$ cat src/rtl/uart_receiver_if.sv
// ============================================================
// uart_receiver_if : receive-side signal bundle.  Rev 1.0
// ============================================================
`default_nettype none

interface uart_receiver_if;
  logic       enable;
  logic       data_in;
  logic [7:0] data_out;
  logic       data_valid;
  logic       frame_error;
  logic       busy;

  // master: the receiver itself; slave: the line driver / byte consumer
  modport master (
    input  enable,
    input  data_in,
    output data_out,
    output data_valid,
    output frame_error,
    output busy
  );

  modport slave (
    output enable,
    output data_in,
    input  data_out,
    input  data_valid,
    input  frame_error,
    input  busy
  );
endinterface

`default_nettype wire

$ cat src/rtl/uart_receiver.sv
// ============================================================
// uart_receiver : 8N1 UART receiver, mid-bit sampling.  Rev 1.0
// ============================================================
`default_nettype none

module uart_receiver #(
  parameter int CLOCKS_PER_BIT = 16
) (
  input  logic            clk,
  input  logic            rst_n,
  uart_receiver_if.master rx
);

  localparam int               CNT_W     = $clog2(CLOCKS_PER_BIT);
  localparam logic [CNT_W-1:0] HALF_LAST = CNT_W'(CLOCKS_PER_BIT / 2 - 1);
  localparam logic [CNT_W-1:0] BIT_LAST  = CNT_W'(CLOCKS_PER_BIT - 1);

  typedef enum logic [1:0] {
    S_IDLE  = 2'd0,
    S_START = 2'd1,
    S_DATA  = 2'd2,
    S_STOP  = 2'd3
  } state_t;

  state_t           state_q,       state_d;
  logic [CNT_W-1:0] clk_cnt_q,     clk_cnt_d;
  logic [2:0]       bit_cnt_q,     bit_cnt_d;
  logic [7:0]       shift_q,       shift_d;
  logic [7:0]       data_out_q,    data_out_d;
  logic             data_valid_q,  data_valid_d;
  logic             frame_error_q, frame_error_d;
  logic             busy_q,        busy_d;
  logic             sync1_q,       sync1_d;
  logic             sync2_q,       sync2_d;
  logic             prev_q,        prev_d;
  logic             fall_edge;

  assign fall_edge = prev_q & ~sync2_q;

  always_comb begin
    state_d       = state_q;
    clk_cnt_d     = clk_cnt_q;
    bit_cnt_d     = bit_cnt_q;
    shift_d       = shift_q;
    data_out_d    = data_out_q;
    data_valid_d  = 1'b0;
    frame_error_d = 1'b0;
    sync1_d       = rx.data_in;
    sync2_d       = sync1_q;
    prev_d        = sync2_q;

    case (state_q)
      S_IDLE: begin
        if (rx.enable && fall_edge) begin
          state_d   = S_START;
          clk_cnt_d = '0;
          bit_cnt_d = 3'd0;
        end
      end
      S_START: begin
        if (clk_cnt_q == HALF_LAST) begin
          clk_cnt_d = '0;
          state_d   = sync2_q ? S_IDLE : S_DATA;
        end else begin
          clk_cnt_d = clk_cnt_q + CNT_W'(1);
        end
      end
      S_DATA: begin
        if (clk_cnt_q == BIT_LAST) begin
          clk_cnt_d = '0;
          shift_d   = {sync2_q, shift_q[7:1]};
          bit_cnt_d = bit_cnt_q + 3'd1;
          if (bit_cnt_q == 3'd7) begin
            state_d = S_STOP;
          end
        end else begin
          clk_cnt_d = clk_cnt_q + CNT_W'(1);
        end
      end
      S_STOP: begin
        // Leave at mid stop bit so an immediately following start edge is seen
        if (clk_cnt_q == BIT_LAST) begin
          clk_cnt_d = '0;
          state_d   = S_IDLE;
          if (sync2_q) begin
            data_out_d   = shift_q;
            data_valid_d = 1'b1;
          end else begin
            frame_error_d = 1'b1;
          end
        end else begin
          clk_cnt_d = clk_cnt_q + CNT_W'(1);
        end
      end
      default: begin
        state_d = S_IDLE;
      end
    endcase

    busy_d = (state_d != S_IDLE);
  end

  always_ff @(posedge clk or negedge rst_n) begin
    if (!rst_n) begin
      state_q       <= S_IDLE;
      clk_cnt_q     <= '0;
      bit_cnt_q     <= 3'd0;
      shift_q       <= 8'd0;
      data_out_q    <= 8'd0;
      data_valid_q  <= 1'b0;
      frame_error_q <= 1'b0;
      busy_q        <= 1'b0;
      sync1_q       <= 1'b1;
      sync2_q       <= 1'b1;
      prev_q        <= 1'b1;
    end else begin
      state_q       <= state_d;
      clk_cnt_q     <= clk_cnt_d;
      bit_cnt_q     <= bit_cnt_d;
      shift_q       <= shift_d;
      data_out_q    <= data_out_d;
      data_valid_q  <= data_valid_d;
      frame_error_q <= frame_error_d;
      busy_q        <= busy_d;
      sync1_q       <= sync1_d;
      sync2_q       <= sync2_d;
      prev_q        <= prev_d;
    end
  end

  assign rx.data_out    = data_out_q;
  assign rx.data_valid  = data_valid_q;
  assign rx.frame_error = frame_error_q;
  assign rx.busy        = busy_q;

endmodule

`default_nettype wire
$ cat src/flat_wrapper.sv
// flat-port wrapper written by rule: the top's interface ports become plain ports
module uart_receiver_flat 
#(
  parameter int CLOCKS_PER_BIT = 16
)
  (clk, rst_n, rx_enable, rx_data_in, rx_data_out, rx_data_valid, rx_frame_error, rx_busy);
  uart_receiver_if rx_i ();
  input  logic clk;
  input  logic rst_n;
  input wire logic [$bits(rx_i.enable)-1:0] rx_enable;
  input wire logic [$bits(rx_i.data_in)-1:0] rx_data_in;
  output wire logic [$bits(rx_i.data_out)-1:0] rx_data_out;
  output wire logic [$bits(rx_i.data_valid)-1:0] rx_data_valid;
  output wire logic [$bits(rx_i.frame_error)-1:0] rx_frame_error;
  output wire logic [$bits(rx_i.busy)-1:0] rx_busy;
  assign rx_i.enable = rx_enable;
  assign rx_i.data_in = rx_data_in;
  assign rx_data_out = rx_i.data_out;
  assign rx_data_valid = rx_i.data_valid;
  assign rx_frame_error = rx_i.frame_error;
  assign rx_busy = rx_i.busy;
  uart_receiver #(.CLOCKS_PER_BIT(CLOCKS_PER_BIT)) u_core (.clk(clk), .rst_n(rst_n), .rx(rx_i));
endmodule
$ cat config.mk
export PLATFORM = sky130hd
export DESIGN_NAME = uart_receiver_flat
export DESIGN_NICKNAME = d
export VERILOG_FILES = /design/src/rtl/uart_receiver_if.sv /design/src/rtl/uart_receiver.sv /design/src/flat_wrapper.sv
export SDC_FILE = /design/constraint.sdc
export NUM_CORES = 1
export LEC_CHECK = 0
export CORE_ASPECT_RATIO = 0.7
export CORE_MARGIN = 1
export CORE_UTILIZATION = 49
export CTS_CLUSTER_DIAMETER = 100
export DETAILED_ROUTE_END_ITERATION = 6
export PLACE_DENSITY_LB_ADDON = 0.12
export SYNTH_ARGS = -nofsm -noshare
export SYNTH_HDL_FRONTEND = slang
export SYNTH_SLANG_ARGS = --single-unit
$ cat constraint.sdc
create_clock -name clk -period 1.55 [get_ports clk]
set_input_delay 0.31 -clock clk [delete_from_list [all_inputs] [get_ports clk]]
set_output_delay 0.31 -clock clk [all_outputs]
set_load 0.05 [all_outputs]
Word level (Yosys, flattened, before mapping):

Index checks and enable logic that the tools add are counted.

* bits in registers: 31
* output and inout port bits: 11
* logic and storage cells: 51

* add/sub/neg operators: 2
* equal/unequal tests: 8
* muxes and demuxes: 20
* bitwise operators: 2
* reduce and logical (&&, ||, !) cells: 8

Operators with widths (number)
* two-way mux 2 bit: 6
* two-way mux 4 bit: 3
* case mux 4 bit (3 select lines): 1
* case mux 2 bit (4 select lines): 1
* two-way mux 1 bit: 6
* two-way mux 3 bit: 2
* case mux 3 bit (2 select lines): 1
* AND reduction 3 bit: 2
* adder 4 x 1 -> 4 bit (second input constant): 1
* equality test 2 bit (second input constant): 2
* equality test 4 x 3 -> 1 bit (second input constant): 1
* equality test 4 bit (second input constant): 1
* != test 2 x 1 -> 1 bit (second input constant): 2
* nonzero test 2 bit: 2
* adder 3 x 1 -> 3 bit (second input constant): 1
* equality test 3 bit (second input constant): 1
* equality test 2 x 1 -> 1 bit (second input constant): 1
* logical NOT 2 bit: 1
* AND reduction 2 bit: 1
* OR reduction 2 bit: 1
* bitwise AND 1 bit: 1
* logical AND 1 bit: 1
* inverter 1 bit: 1

Logic depth before layout (Yosys ltp):

Gate-level depths: netlist (run 1).

* depth after elaboration: 6
* gate-level depth with buffers: 5
* depth with buffers taken out: 5

Worst setup path after synthesis (run 1):

No wires, ideal clock.

* kind: register to register
* start: reg u_core.clk_cnt_q[0]
* end: reg u_core.shift_q[0]
* library setup time: 125 ps
* data arrival time: 1382 ps
* required time: 1425 ps
* path slack: 44 ps
* cell stages (with the launch flop): 6
* period minus slack after synthesis: 1506 ps
* path through: dfrtp_1 -> ha_1 -> nand4_1 -> nor2_1 -> buf_4 -> mux2_2

* word-level cells in the longest chain between the ends: 2

RTL lines
* start, declared: RTL line uart_receiver.sv:26 `logic [CNT_W-1:0] clk_cnt_q, clk_cnt_d;`
* start signal, assigned: RTL line uart_receiver.sv:118 `clk_cnt_q <= clk_cnt_d;`
* equality test 4 bit: RTL line uart_receiver.sv:69 `if (clk_cnt_q == BIT_LAST) begin`
* AND reduction 2 bit (no line)
* end signal, assigned: RTL line uart_receiver.sv:120 `shift_q <= shift_d;`
* end, declared: RTL line uart_receiver.sv:28 `logic [7:0] shift_q, shift_d;`

Every way passes these cells.
A chain may end at the register's enable or synchronous reset.

Worst setup path in the final report (run 1):

* start: reg u_core.clk_cnt_q[1]
* end: reg u_core.data_out_q[5], in the netlist u_core.rx.data_out[5]

* word-level cells in the longest chain between the ends: 2

RTL lines
* equality test 4 bit: RTL line uart_receiver.sv:82 `if (clk_cnt_q == BIT_LAST) begin`
* AND reduction 3 bit (no line)
* end signal, assigned: RTL line uart_receiver.sv:121 `data_out_q <= data_out_d;`
* end, declared: RTL line uart_receiver.sv:29 `logic [7:0] data_out_q, data_out_d;`

Every way passes these cells.

==> results of run 1 <==
-- routing by layer --
| metal | up-vias | GRT usage [%] | share of wire, % |
|---|---|---|---|
| li1 | 398 | - | - |
| met2 | 22 | 27.4 | 43 |
| met4 | 0 | 16.0 | 2.9 |
| met1 | 424 | 26.3 | 49 |
| met3 | 8 | 7.50 | 4.8 |
| met5 | - | 0 | 0 |
-- area by class of cell --
class	count	area, um^2
clock buffer	7	76.3
clock inverter	1	5.00
fill	196	825
inverter	2	7.51
multi-input combinational	60	514
sequential	31	779
tap	34	42.5
timing repair buffer	21	265
-- final timing paths --
| check | endpoint | cells after the start |
|---|---|---|
| worst max-delay path | u_core.rx.data_out[5] | 4 |
| worst min-delay path | u_core.prev_d | 0 |
| worst max register to register | u_core.rx.data_out[5] | 4 |
| worst min register to register | u_core.prev_d | 0 |
| max in group asynchronous | u_core.sync1_q | 2 |
| min in group asynchronous | u_core.clk_cnt_q[0] | 2 |
-- sequential cells by signal, summed over array words and instances (netlist names) --
name / count
u_core.rx.busy: 1
u_core.sync1_q: 1
u_core.prev_d: 1
u_core.bit_cnt_q: 3
u_core.shift_q: 8
u_core.clk_cnt_q: 4
u_core.rx.data_out: 8
u_core.state_q: 2
u_core.rx.data_valid: 1
u_core.prev_q: 1
u_core.rx.frame_error: 1
-- logic make-up (layout without fill, tap and decap cells) --
family | count (synthesis) | in the layout | share of synthesized area [%]
multiplexers | 17 | 17 | 14.4
flip-flops | 31 | 31 | 58.6
AO/OA/AOI/OAI | 17 | 17 | 9.03
adder cells (fa/ha/maj) | 3 | 3 | 2.82
AND/OR/NAND/NOR | 21 | 21 | 10.2
XOR/XNOR | 2 | 2 | 1.32
buffers and inverters | 7 | 31 | 3.67
-- report_power, final --
group | switching (mW) | total [mW] | internal (mW)
logic | 0.353 | 0.649 | 0.296
clock network | 0.290 | 0.604 | 0.314
registers | 0.120 | 1.03 | 0.908
-- worst reg2reg max path, delay by kind of cell (launching register included) --
kind                     cells  cell delay (ps)
adder cells (fa/ha/maj)      1              190
flip-flops                   1              440
multiplexers                 1              340
AND/OR/NAND/NOR              2              430
-- cells in the mapped netlist (all sizes together), types with 2 or more instances --
master	count
a22o	4
xor2	2
nor2	4
inv	2
nand4	3
buf	4
mux2	17
ha	3
nand2b	2
and3	2
dfrtp	28
nand2	2
a21oi	2
nand3	3
dfstp	3
o21ai	4
o211ai	2
a2bb2oi	2
-- metrics by stage --
stage          hold slack [ps]  utilization, %  std cells  worst slack (ps)
2_1_floorplan             14.4               -         98              43.5
3_3_place_gp               348            63.5        148              69.0
3_5_place_dp               350            63.5        148              20.3
4_1_cts                    359            66.7        156              5.70
5_1_grt                    360            67.2        156              4.89
6_report                   359            67.2        156              40.5
-- timing repair --
| item | 4_1_cts | 5_1_grt |
|---|---|---|
| setup endpoints to repair | 0 | 16 |
| gates resized for setup | 0 | 2 |
| hold buffers | 0 | 0 |
==> impl_metrics.yaml, run 1 <==
synth:
  synth-seq-cells: 31
  synthCells: 98
  ys_types: 30
  synthFlopType: "dfrtp_1"
  ys_seq_area_share_pct: 58.6
  synth_edf_count: 0
  syn_nets: 105
  syn_area_um2: 1330
  yosys_warnings: 0
  syn_avg_cell_area_um2: 13.6
  async_reset_ff_share_pct: 100
  synthTopCellsByArea: "dfrtp_1, mux2_2, dfstp_2"
  yosysTopAreaCell: "dfrtp_1"
  synth_top_area_share_pct: 52.7
route:
  wl_per_cell_um: 15.7
  detail-route-antenna-nets: 0
  drt_iter0_markers: 8
  vias: 852
  wl_um: 2440
  route.detailed.drc: 0
  viasPerCell: 5.46
  first_pass_iters: 4
worst_setup_path:
  arrival_ps: 1680
  worstSetupStartpointType: "flop"
  required_ps: 1720
  r2r_start: "u_core.clk_cnt_q[1]"
  slowest_delay_ps: 440
  cp_num_buf_inv: 0
  cp_slowest_cell: "dfrtp_1"
  path_delay_family: "flip-flops"
  r2r_slack_ps: 40
  path_cells: "ha_4, and3_4, nand4_4, mux2_2"
  worstPathMaxFanout: 9
  startpoint: "u_core.clk_cnt_q[1]"
  worst_setup_path_end_kind: "flop"
  critical_path_class: "flop to flop"
finish:
  n_antenna_cell: 0
  fin_area_um2: 1690
  area_growth_syn_to_layout_pct: 27.1
  final_nets: 128
  final_cell_mix: "dfrtp_1, mux2_2, buf_4"
  layout_commonest_cell: "dfrtp_1"
  layout-drive-gt1-share_pct: 40.2
die:
  die-area_um2: 2930
  chipHeight_um: 45.6
  start_util_pct: 52.9
  ios: 15
  std_cell_rows: 15
  core_um2: 2510
  die_w_um: 64.3
grt:
  grt_usage_pct: 20.2
  antenna_found_initial: 0
  grt_max_degree: 32
  grt_pass1_vias: 812
  gr-total-overflow: 0
  grt_pass1_wl_um: 3960
min_path:
  holdCritStartpoint: "u_core.sync1_q"
  hold_class: "flop to flop"
timing:
  worstMarginPinSlew_ps: 379
  finalSetupViolations: 0
  fmax_mhz: 662
  min_period_ps: 1510
  maxSlewHeadroom_pct: 74.7
  setup_tns_ps: 0
  finClkSkew_ps: 6.08
  finalHoldViolCount: 0
  rsz0062_at_grt: "no"
  finalMaxSlewViolations: 0
  fin_crit_sh_pct: 97.4
power_and_ir_drop:
  pwr_density_cell_nw_per_um2: 1350
  p_leak_nw: 0.825
  power_mw: 2.28
  ir_drop_mv: 0.864
cts:
  cts_max_level: 2
  cts_tree: "yes"
  cts_buffer_depth: 2
  cts.sinks: 31
  cts_buffers: 5
  root_buffer: "clkbuf_8"
  clk_pin_slew_ps: 60
  cts_setup_buffers: 0
  insertion_delay_ps: 290
outcome:
  status: "completed"
placement:
  placed_cell_area_um2: 1600
  numPortBuffers: 14
  dp_hpwl_um: 1700
  finalWeightedCongestion: 0.884
run:
  maxCapViolCount: 0
Note: power is estimated with default switching activity, not from simulation.
==> run 2, diff against run 1 <==
Settings changed: ABC_CLOCK_PERIOD_IN_PS set to 1550.
==> results of run 2 <==
The final DEF is identical to that of run 1; final timing and power are the same.
